`src/rtl/gyruss_audio_pkg.sv`:
```
// Shared types and constants for the time-multiplexed Gyruss audio low-pass filter.
// Coefficients are Q15, and every filter has a DC gain of exactly 1.
package gyruss_audio_pkg;

  localparam int SAMPLE_W = 16;
  localparam int SHIFT    = 15;
  localparam int COEF_W   = 18;
  localparam int ACC_W    = 36;

  typedef enum logic [1:0] {BYPASS, LIGHT, MEDIUM, HEAVY} fsel_e;

  typedef enum logic [2:0] {IDLE, LOAD, MB1, MB2, MA2, WB, PUB} state_e;

  typedef enum logic [1:0] {MAC_HOLD, MAC_CLR_ADD, MAC_ADD, MAC_SUB} mac_op_e;

  typedef struct packed {
    logic signed [COEF_W-1:0] a2;
    logic signed [COEF_W-1:0] b1;
    logic signed [COEF_W-1:0] b2;
  } coef_t;

  // Each entry satisfies b1 + b2 == 32768 + a2.
  function automatic coef_t coef_lut(input fsel_e s);
    coef_t c;
    c = '0;
    case (s)
      LIGHT:   c = '{a2: -18'sd16384, b1: 18'sd8192, b2: 18'sd8192};
      MEDIUM:  c = '{a2: -18'sd32420, b1: 18'sd174,  b2: 18'sd174};
      HEAVY:   c = '{a2: -18'sd32700, b1: 18'sd34,   b2: 18'sd34};
      default: c = '0;
    endcase
    return c;
  endfunction

  localparam logic signed [ACC_W-1:0] SAT_MAX = 36'sd32767;
  localparam logic signed [ACC_W-1:0] SAT_MIN = -36'sd32768;

  function automatic logic signed [SAMPLE_W-1:0] sat16(input logic signed [ACC_W-1:0] acc);
    logic signed [ACC_W-1:0] s;
    s = acc >>> SHIFT;
    if (s > SAT_MAX)      return 16'sh7fff;
    else if (s < SAT_MIN) return 16'sh8000;
    else                  return s[SAMPLE_W-1:0];
  endfunction

endpackage

```
`src/rtl/gyruss_lpf_scheduler_if.sv`:
```
// Sample/select inputs and filtered outputs of the LPF scheduler.
interface gyruss_lpf_scheduler_if import gyruss_audio_pkg::*; #(parameter int NCH = 5);
  logic [NCH*SAMPLE_W-1:0] in_flat;
  logic [NCH*2-1:0]        sel_flat;
  logic [NCH*SAMPLE_W-1:0] out_flat;
  logic                    out_valid;
  logic                    busy;
  logic                    overrun;

  modport master (output in_flat, sel_flat, input out_flat, out_valid, busy, overrun);
  modport slave  (input in_flat, sel_flat, output out_flat, out_valid, busy, overrun);
endinterface

```
`src/rtl/gyruss_iir_mac.sv`:
```
// Single shared multiplier with a registered product feeding a clear/add/sub accumulator.
module gyruss_iir_mac import gyruss_audio_pkg::*; #(
  parameter int CW = COEF_W
) (
  input  logic                       clk,
  input  logic                       reset_n,
  input  logic signed [SAMPLE_W-1:0] a,
  input  logic signed [CW-1:0]       b,
  input  mac_op_e                    op,
  output logic signed [ACC_W-1:0]    acc
);
  localparam int PW = SAMPLE_W + CW;

  logic signed [PW-1:0]    prod_d, prod_q;
  logic signed [ACC_W-1:0] acc_d, acc_q;

  always_comb begin
    prod_d = PW'(a) * PW'(b);
    acc_d  = acc_q;
    case (op)
      MAC_CLR_ADD: acc_d = ACC_W'(prod_q);
      MAC_ADD:     acc_d = acc_q + ACC_W'(prod_q);
      MAC_SUB:     acc_d = acc_q - ACC_W'(prod_q);
      default:     acc_d = acc_q;
    endcase
  end

  always_ff @(posedge clk or negedge reset_n) begin
    if (!reset_n) begin
      prod_q <= '0;
      acc_q  <= '0;
    end else begin
      prod_q <= prod_d;
      acc_q  <= acc_d;
    end
  end

  assign acc = acc_q;
endmodule

```
`src/rtl/gyruss_lpf_scheduler.sv`:
```
// Runs NCH channels through one shared first-order IIR MAC per sample tick and
// publishes every result together. Needs DIV >= 5*NCH+2 for overrun-free operation.
module gyruss_lpf_scheduler import gyruss_audio_pkg::*; #(
  parameter int NCH = 5,
  parameter int DIV = 220,
  parameter int CW  = COEF_W
) (
  input logic             clk,
  input logic             reset_n,
  gyruss_lpf_scheduler_if.slave bus
);
  localparam int KW = (NCH > 1) ? $clog2(NCH) : 1;
  localparam int DW = (DIV > 1) ? $clog2(DIV) : 1;

  typedef logic [NCH-1:0][SAMPLE_W-1:0] vec_t;

  state_e           state_q, state_d;
  logic [DW-1:0]    div_q, div_d;
  logic [KW-1:0]    k_q, k_d;
  vec_t             snap_q, snap_d, x1_q, x1_d, y1_q, y1_d, res_q, res_d, out_q, out_d;
  logic [NCH-1:0][1:0] sel_q, sel_d;
  logic             busy_q, busy_d, vld_q, vld_d, ovr_q, ovr_d;

  logic                       tick;
  fsel_e                      sel_cur;
  coef_t                      coef;
  logic signed [SAMPLE_W-1:0] x_cur, y_wb, mac_a;
  logic signed [CW-1:0]       mac_b;
  mac_op_e                    mac_op;
  logic signed [ACC_W-1:0]    acc;

  assign tick    = (div_q == DW'(DIV-1));
  assign sel_cur = fsel_e'(sel_q[k_q]);
  assign coef    = coef_lut(sel_cur);
  assign x_cur   = snap_q[k_q];
  assign y_wb    = (sel_cur == BYPASS) ? x_cur : sat16(acc);

  // Operands are presented one state ahead of the accumulate because the product is registered.
  always_comb begin
    mac_a  = '0;
    mac_b  = '0;
    mac_op = MAC_HOLD;
    case (state_q)
      LOAD: begin mac_a = x_cur;           mac_b = CW'(coef.b1); end
      MB1:  begin mac_a = x1_q[k_q];       mac_b = CW'(coef.b2); mac_op = MAC_CLR_ADD; end
      MB2:  begin mac_a = y1_q[k_q];       mac_b = CW'(coef.a2); mac_op = MAC_ADD; end
      MA2:  mac_op = MAC_SUB;
      default: ;
    endcase
  end

  gyruss_iir_mac #(.CW(CW)) u_mac (
    .clk     (clk),
    .reset_n (reset_n),
    .a       (mac_a),
    .b       (mac_b),
    .op      (mac_op),
    .acc     (acc)
  );

  always_comb begin
    state_d = state_q;
    div_d   = tick ? '0 : div_q + 1'b1;
    k_d     = k_q;
    snap_d  = snap_q;
    sel_d   = sel_q;
    x1_d    = x1_q;
    y1_d    = y1_q;
    res_d   = res_q;
    out_d   = out_q;
    busy_d  = busy_q;
    vld_d   = 1'b0;
    ovr_d   = ovr_q | (tick && state_q != IDLE);
    case (state_q)
      IDLE: if (tick) begin
        snap_d  = bus.in_flat;
        sel_d   = bus.sel_flat;
        k_d     = '0;
        busy_d  = 1'b1;
        state_d = LOAD;
      end
      LOAD: state_d = MB1;
      MB1:  state_d = MB2;
      MB2:  state_d = MA2;
      MA2:  state_d = WB;
      WB: begin
        x1_d[k_q]  = x_cur;
        y1_d[k_q]  = y_wb;
        res_d[k_q] = y_wb;
        if (k_q == KW'(NCH-1)) state_d = PUB;
        else begin
          k_d     = k_q + 1'b1;
          state_d = LOAD;
        end
      end
      PUB: begin
        out_d   = res_q;
        vld_d   = 1'b1;
        busy_d  = 1'b0;
        state_d = IDLE;
      end
      default: state_d = IDLE;
    endcase
  end

  always_ff @(posedge clk or negedge reset_n) begin
    if (!reset_n) begin
      state_q <= IDLE;
      div_q   <= '0;
      k_q     <= '0;
      snap_q  <= '0;
      sel_q   <= '0;
      x1_q    <= '0;
      y1_q    <= '0;
      res_q   <= '0;
      out_q   <= '0;
      busy_q  <= 1'b0;
      vld_q   <= 1'b0;
      ovr_q   <= 1'b0;
    end else begin
      state_q <= state_d;
      div_q   <= div_d;
      k_q     <= k_d;
      snap_q  <= snap_d;
      sel_q   <= sel_d;
      x1_q    <= x1_d;
      y1_q    <= y1_d;
      res_q   <= res_d;
      out_q   <= out_d;
      busy_q  <= busy_d;
      vld_q   <= vld_d;
      ovr_q   <= ovr_d;
    end
  end

  assign bus.out_flat  = out_q;
  assign bus.out_valid = vld_q;
  assign bus.busy      = busy_q;
  assign bus.overrun   = ovr_q;
endmodule

```
`src/flat_wrapper.sv`:
```
// flat-port wrapper written by rule: the top's interface ports become plain ports
module gyruss_lpf_scheduler_flat import gyruss_audio_pkg::*;
#(
  parameter int NCH = 5,
  parameter int DIV = 220,
  parameter int CW  = COEF_W
)
  (clk, reset_n, bus_in_flat, bus_sel_flat, bus_out_flat, bus_out_valid, bus_busy, bus_overrun);
  gyruss_lpf_scheduler_if #(.NCH(NCH)) bus_i ();
  input logic clk;
  input logic reset_n;
  input wire logic [$bits(bus_i.in_flat)-1:0] bus_in_flat;
  input wire logic [$bits(bus_i.sel_flat)-1:0] bus_sel_flat;
  output wire logic [$bits(bus_i.out_flat)-1:0] bus_out_flat;
  output wire logic [$bits(bus_i.out_valid)-1:0] bus_out_valid;
  output wire logic [$bits(bus_i.busy)-1:0] bus_busy;
  output wire logic [$bits(bus_i.overrun)-1:0] bus_overrun;
  assign bus_i.in_flat = bus_in_flat;
  assign bus_i.sel_flat = bus_sel_flat;
  assign bus_out_flat = bus_i.out_flat;
  assign bus_out_valid = bus_i.out_valid;
  assign bus_busy = bus_i.busy;
  assign bus_overrun = bus_i.overrun;
  gyruss_lpf_scheduler #(.NCH(NCH), .DIV(DIV), .CW(CW)) u_core (.clk(clk), .reset_n(reset_n), .bus(bus_i));
endmodule
```
`config.mk`:
```
export PLATFORM = sky130hd
export DESIGN_NAME = gyruss_lpf_scheduler_flat
export DESIGN_NICKNAME = d
export VERILOG_FILES = /design/src/rtl/gyruss_audio_pkg.sv /design/src/rtl/gyruss_lpf_scheduler_if.sv /design/src/rtl/gyruss_iir_mac.sv /design/src/rtl/gyruss_lpf_scheduler.sv /design/src/flat_wrapper.sv
export SDC_FILE = /design/constraint.sdc
export NUM_CORES = 1
export LEC_CHECK = 0
export CORE_MARGIN = 10
export CORE_UTILIZATION = 40
export CTS_CLUSTER_DIAMETER = 120
export DETAILED_ROUTE_END_ITERATION = 7
export GPL_ROUTABILITY_DRIVEN = 1
export GPL_TIMING_DRIVEN = 0
export SLEW_MARGIN = 20
export SYNTH_ARGS = -nofsm -noshare
export SYNTH_HDL_FRONTEND = slang
export SYNTH_SLANG_ARGS = --single-unit
```
`constraint.sdc`:
```
create_clock -name clk -period 7 [get_ports clk]
set_input_delay 1.4 -clock clk [delete_from_list [all_inputs] [get_ports clk]]
set_output_delay 1.4 -clock clk [all_outputs]
set_load 0.01 [all_outputs]
```
==> results of run 1 <==
## worst register-to-register path, delay by kind of cell (launching register included)
family          cells  cell delay (ns)
fa+ha+maj           7             2.97
compound gates      6             1.33
simple gates        7             1.19
buf+inv             8             1.02
mux                 1             0.60
flops               1             0.42
## flip-flops by register name (all words and copies together) (netlist names)
signal	cells
u_core.bus.busy	1
u_core.bus.out_flat	80
u_core.bus.out_valid	1
u_core.bus.overrun	1
u_core.div_q	8
u_core.k_q	3
u_core.res_q	80
u_core.sel_q	10
u_core.snap_q	80
u_core.state_q	3
u_core.u_mac.acc	35
u_core.u_mac.prod_q	33
u_core.x1_q	80
## placed cells by master, fill, tap and decap left out, types with 11 or more instances in the layout
cell	Yosys	layout
nand3_1	18	16
nand2_2	0	16
ha_4	0	18
or2_2	17	11
a221oi_4	0	13
nor2b_1	18	15
mux4_2	32	32
nor2_2	0	14
inv_2	2	27
a21oi_2	1	15
a21oi_1	116	94
nor3_1	20	15
clkbuf_1	93	79
nand2b_1	26	19
clkbuf_8	0	14
inv_1	310	280
fa_2	0	18
a21o_1	35	33
ha_1	148	125
nand2_1	530	512
fa_1	199	181
a221oi_1	37	14
xnor2_1	59	51
and2_1	16	13
nor2_1	163	138
buf_6	1	13
clkbuf_16	0	47
mux2i_1	64	63
o21ai_0	239	228
o22a_2	0	16
nor2_4	0	11
mux2_2	92	92
clkdlybuf4s50_1	0	173
dfrtp_1	415	414
buf_4	3	116
xor2_1	35	30
## metal layers
layer  GRT usage, %  routed length (um)
met2           37.0               44100
met4           6.75                2700
met3           2.97                5260
met5              0                   0
met1           29.8               38900
## repair_timing
item                       4_1_cts  5_1_grt
setup buffers                   82       42
cloned                           3        0
pin swaps                      133       71
setup endpoints to repair       24       17
gates resized for setup        277      100
## power groups by stage
stage	sequential, uW	combinational (uW)	clock, uW
after floorplan	2440	0.433	0
after global placement	2450	106	0
after detailed placement	2440	118	0
after CTS	2400	118	2580
after global routing	2400	126	2680
final	2400	114	2530
## kinds of logic after synthesis
kind of cell    after synthesis
flops                       415
fa+ha+maj                   347
xor+xnor                     95
compound gates              541
buf+inv                     442
mux                         189
simple gates                868
## stage by stage
stage,hold WS [ns],instance area [um^2],worst slack (ns)
6_report,0.465,35600,-0.698
5_1_grt,0.489,35600,-0.827
4_1_cts,0.472,34900,-0.512
3_5_place_dp,0.454,31400,-2.22
3_3_place_gp,0.448,31300,-13.96
2_1_floorplan,0.445,28300,-0.0168
## how the worst min path moves through the flow
stage	startpoint	end	slack, ns	cells after the start
after floorplan	u_core.x1_q[32]$_DFFE_PN0P_	u_core.x1_q[32]$_DFFE_PN0P_	0.44	2
after global placement	u_core.bus.overrun$_DFF_PN0_	u_core.bus.overrun$_DFF_PN0_	0.45	1
after CTS	u_core.bus.overrun$_DFF_PN0_	u_core.bus.overrun$_DFF_PN0_	0.47	1
after global routing	u_core.x1_q[32]$_DFFE_PN0P_	u_core.x1_q[32]$_DFFE_PN0P_	0.49	2
after detailed placement	u_core.bus.overrun$_DFF_PN0_	u_core.bus.overrun$_DFF_PN0_	0.45	1
final	u_core.bus.overrun$_DFF_PN0_	u_core.bus.overrun$_DFF_PN0_	0.46	1
## area by class of cell
cell class	count	area, um^2
Fill cell	6378	34300
Multi-Input combinational cell	2040	17500
Sequential cell	415	10400
Timing Repair Buffer	307	2990
Clock buffer	67	1350
Inverter	312	1190
Tap cell	940	1180
Buffer	121	754
Clock inverter	14	216
==> impl_metrics.csv, run 1 <==
group,metric,value,unit
power,p_total,5050,uW
sta,hold_viol,0,
logic_synthesis,synth_area,28200,um^2
logic_synthesis,synth_adder_area_share,20.7,%
global_route,grt_max_degree,88,
critical_path,cp-endpoint,"u_core.u_mac.prod_q[33]$_DFF_PN0_",
clocking,cts_buffer_depth,3,
clocking,clkSinkCount,415,
detailed_routing,ant_nets,0,
power,p_comb_share,2.2,%
logic_synthesis,synthMostInstantiatedCell,"nand2_1",
clocking,path_clk_slew,0.06,ns
logic_synthesis,syn-mean-instance-area,9.73,um^2
detailed_routing,routed_wl,91000,um
detailed_routing,vias,22902,
power,p_sw_share,21.8,%
critical_path,worst_ep_arrival_time,8.14,ns
placement,dpl.hpwl,69600,um
sta,fmax,130,MHz
global_route,first_global_vias,24380,
die,start_util,40.3,%
die,die_x,285,um
clocking,postCtsHoldBufs,0,
critical_path,setup.worst_path.class,"flip-flop to flip-flop",
critical_path,crit_buf_inv,8,
critical_path,r2r-end,"u_core.u_mac.prod_q[33]$_DFF_PN0_",
cells_and_area,diodes,0,
global_route,grt_pass1_wl,143000,um
logic_synthesis,synth_edf_count,0,
critical_path,crit_path_start_kind,"flip-flop",
placement,place_inst,4017,
sta,max_slew_margin,29.2,%
detailed_routing,viasPerCell,5.43,
critical_path,path_delay_family,"adder cells",
global_route,grt.overflow.total,0,
cells_and_area,postLayoutCoreUtil,50.9,%
global_route,antenna_found_initial,4,
die,chipHeight,285,um
sta,maxSlewViolCount,0,
critical_path,r2r_slack,-0.70,ns
critical_path,cp.depth,29,
clocking,root_buffer,"clkbuf_16",
cells_and_area,synthToLayoutAreaGrowth,26.2,%
logic_synthesis,muxShareOfSynthArea,8.58,%
sta,worstMarginPinSlew,1.05,ns
critical_path,crit_required,7.45,ns
logic_synthesis,synthXorXnorAreaFrac,2.98,%
hold_path,min_path_type,"flip-flop to flip-flop",
sta,fin_ws,-0.698,ns
logic_synthesis,synth_top_area_share,36.8,%
power,ir_worst_vdd,0.000171,V
logic_synthesis,yosysTopAreaCell,"dfrtp_1",
cells_and_area,drive_gt1_share,19.8,%
critical_path,crit_fanout,6,
power,p_seq_share,47.5,%
die,core_area,69900,um^2
outcome,outcome,"finished, violations left",
critical_path,cp-end-kind,"flip-flop",
critical_path,slowest_stage,"mux4_2",
critical_path,crit_path_frequent_cell,"fa_1",
run,cap_violations,0,
clocking,htreeDepth,2,
sta,rsz0062_at_grt,"true",
logic_synthesis,synth-seq-cells,415,
logic_synthesis,syn_nets,3336,
logic_synthesis,yosys-top-cells-area,"dfrtp_1, fa_1, nand2_1",
logic_synthesis,synthCells,2897,
logic_synthesis,synth_cell_types,79,
power,internal-power,3940,uW
clocking,clk_latency,0.60,ns
cells_and_area,final_nets,3682,
sta,setup_viol,16,
detailed_routing,drc,0,
logic_synthesis,synth_common_cells,"nand2_1, dfrtp_1, inv_1, o21ai_0, fa_1",
power,p_switching,1100,uW
power,cellPowerDensity,142,nW/um^2
detailed_routing,drt-initial-drc-count,1750,
sta,tns,-5.98,ns
logic_synthesis,synth.yosys.warnings,0,
critical_path,reg2reg_depth,29,
die,ioPinCount,175,
sta,fin_skew,0.0376,ns
logic_synthesis,ys.flop_type,"dfrtp_1",
sta,period_needed,7.70,ns
logic_synthesis,ys_seq_area_share,36.8,%
die,dieArea,81500,um^2
power,pwr-share-clk,50.2,%
clocking,cts_tree,"yes",
detailed_routing,routedWlPerCell,21.6,um
logic_synthesis,synthSimpleGateAreaFrac,13.2,%
global_route,grtUsageTotal,22.2,%
logic_synthesis,synth-compound-area-share,11.6,%
logic_synthesis,synth_top_family_by_area,"adder cells",
power,power_leakage,0.0168,uW
clocking,cts_buffers,46,
logic_synthesis,async_reset_ff_share,100,%
detailed_routing,drt_first_pass_iters,7,
die,rows,97,
placement,place_congestion,0.918,
critical_path,slowest_delay,0.60,ns
outcome,violations,"negative setup slack",
sta,finalCritPeriodShare,110,%
critical_path,r2r_start,"u_core.k_q[0]$_DFFE_PN0P_",
cells_and_area,layout.cells.non_filler,4216,
placement,io_buffers,174,
critical_path,startpoint,"u_core.k_q[0]$_DFFE_PN0P_",
No activity file was read; power rests on OpenSTA's default activity.
==> run 2, diff against run 1 <==
Settings changed: CORE_UTILIZATION 40 to 55, PLACE_DENSITY from default to 0.78.
==> impl_metrics.csv, run 2 (synthesized netlist as in run 1, its figures left out) <==
group,metric,value,unit
placement,place_congestion,0.976,
power,cellPowerDensity,144,nW/um^2
sta,period_needed,7.40,ns
cells_and_area,mostFrequentLayoutCell,"nand2_1",
cells_and_area,synthToLayoutAreaGrowth,24.1,%
critical_path,r2r_slack,-0.40,ns
critical_path,slowest_delay,0.56,ns
cells_and_area,postLayoutCoreUtil,69.4,%
hold_path,min_path_type,"flip-flop to flip-flop",
sta,fin_ws,-0.404,ns
detailed_routing,drt-initial-drc-count,2156,
critical_path,crit_path_frequent_cell,"fa_1",
power,ir_worst_vdd,0.000169,V
clocking,postCtsHoldBufs,0,
sta,max_slew_margin,28.5,%
global_route,grtUsageTotal,29.1,%
cells_and_area,diodes,0,
clocking,path_clk_slew,0.06,ns
critical_path,path_delay_family,"adder cells",
sta,worstMarginPinSlew,1.06,ns
detailed_routing,drc,0,
die,start_util,56.0,%
cells_and_area,final_cell_mix,"nand2_1, dfrtp_1, inv_1, o21ai_0, fa_1",
global_route,first_global_vias,24374,
sta,fmax,135,MHz
cells_and_area,drive_gt1_share,18.9,%
placement,placed_area,31100,um^2
detailed_routing,routed_wl,89100,um
critical_path,crit_path_start_kind,"flip-flop",
placement,dpl.hpwl,66100,um
die,chipHeight,246,um
cells_and_area,fill_cells,3620,
sta,finalCritPeriodShare,106,%
die,dieArea,60700,um^2
die,core_area,50400,um^2
global_route,antenna_found_initial,1,
power,power_leakage,0.0166,uW
sta,rsz0062_at_grt,"true",
sta,fin_skew,0.0460,ns
clocking,cts_tree,"yes",
cells_and_area,fin_area,35000,um^2
die,die_x,246,um
run,cap_violations,0,
sta,hold_viol,0,
cells_and_area,final_nets,3662,
critical_path,slowest_stage,"mux4_2",
critical_path,cp-end-kind,"flip-flop",
die,rows,82,
clocking,htreeDepth,2,
clocking,clkSinkCount,415,
critical_path,worst_ep_arrival_time,7.88,ns
detailed_routing,viasPerCell,6.01,
sta,setup_viol,14,
clocking,root_buffer,"clkbuf_16",
detailed_routing,ant_nets,0,
clocking,clk_latency,0.61,ns
critical_path,setup.worst_path.class,"flip-flop to flip-flop",
placement,io_buffers,174,
global_route,grt_pass1_wl,138000,um
die,ioPinCount,175,
outcome,violations,"negative setup slack",
power,p_total,5030,uW
placement,place_inst,3747,
cells_and_area,layout.cells.non_filler,3930,
placement,pre_cts_slack,-1.67,ns
critical_path,crit_required,7.47,ns
clocking,cts_buffer_depth,3,
critical_path,crit_buf_inv,10,
sta,maxSlewViolCount,0,
detailed_routing,drt_first_pass_iters,6,
detailed_routing,vias,23602,
clocking,cts_buffers,46,
global_route,grt.overflow.total,0,
detailed_routing,routedWlPerCell,22.7,um
critical_path,crit_fanout,6,
outcome,outcome,"finished, violations left",
global_route,grt_max_degree,106,
run 2: cell types whose count changed in the layout (fill, tap and decap cells not counted), moves of 4 or more:
cell / delta
nor2_4: +4
xnor2_2: -4
xnor2_1: +5
buf_6: +10
clkbuf_8: -7
buf_4: -23
nand2_2: -5
nand2_1: +4
ha_4: +4
nor2_2: -5
run 2: where the power goes:
group / total (uW) / switching (uW) / internal (uW) / leakage [uW]
logic: 108 / 56.8 / 51.1 / 0.0101
clock network: 2520 / 1060 / 1470 / 0.000750
registers: 2400 / 0 / 2400 / 0.00579
run 2: routing by layer:
layer	part of all wire, %	global-route usage (%)	up-vias
met5	0.012	0	-
met1	41	38.7	11886
met3	8.1	4.66	216
met4	3.7	11.1	2
li1	-	-	10321
met2	48	47.2	1177
run 2: worst reg2reg max path, delay by kind of cell (launching register included):
kind	cells	cell delay, ns
flops	1	0.41
fa+ha+maj	7	3.30
simple gates	6	0.86
compound gates	5	1.08
mux	1	0.56
buf+inv	10	1.07
run 2: path summary, 6_finish.rpt:
| check | cells past startpoint | end | start |
|---|---|---|---|
| hold reg to reg | 2 | u_core.bus.out_flat[44]$_DFFE_PN0P_ | u_core.bus.out_flat[44]$_DFFE_PN0P_ |
| hold / removal | 2 | u_core.bus.out_flat[44]$_DFFE_PN0P_ | u_core.bus.out_flat[44]$_DFFE_PN0P_ |
| min in group asynchronous | 1 | u_core.bus.out_flat[16]$_DFFE_PN0P_ | reset_n |
| setup reg to reg | 29 | u_core.u_mac.prod_q[33]$_DFF_PN0_ | u_core.k_q[0]$_DFFE_PN0P_ |
| setup / recovery | 29 | u_core.u_mac.prod_q[33]$_DFF_PN0_ | u_core.k_q[0]$_DFFE_PN0P_ |
| max in group asynchronous | 3 | u_core.u_mac.prod_q[19]$_DFF_PN0_ | reset_n |
run 2: metrics by stage:
stage / setup TNS, ns / hold slack [ns]
3_5_place_dp: -24.09 / 0.464
5_1_grt: -6.23 / 0.494
4_1_cts: -1.86 / 0.477
2_1_floorplan: -0.0168 / 0.445
3_3_place_gp: -5350.27 / 0.457
6_report: -3.43 / 0.474
run 2: timing repair:
action / CTS / global route
setup endpoints to repair: 23 / 17
setup buffers: 72 / 39
resized for setup: 263 / 102
pin swaps: 99 / 81
hold endpoints to repair: 0 / 0
gates cloned: 3 / 0
run 2: layout make-up:
class | instances | area, um^2 | area share [%]
clock buffers | 64 | 1270 | 3.63
flip-flops and latches | 415 | 10400 | 29.7
inverters | 312 | 1190 | 3.40
well taps | 672 | 841 | 2.40
repair buffers | 288 | 2840 | 8.12
clock inverters | 19 | 290 | 0.830
multi-input cells | 2040 | 17400 | 49.9
plain buffers | 120 | 717 | 2.05
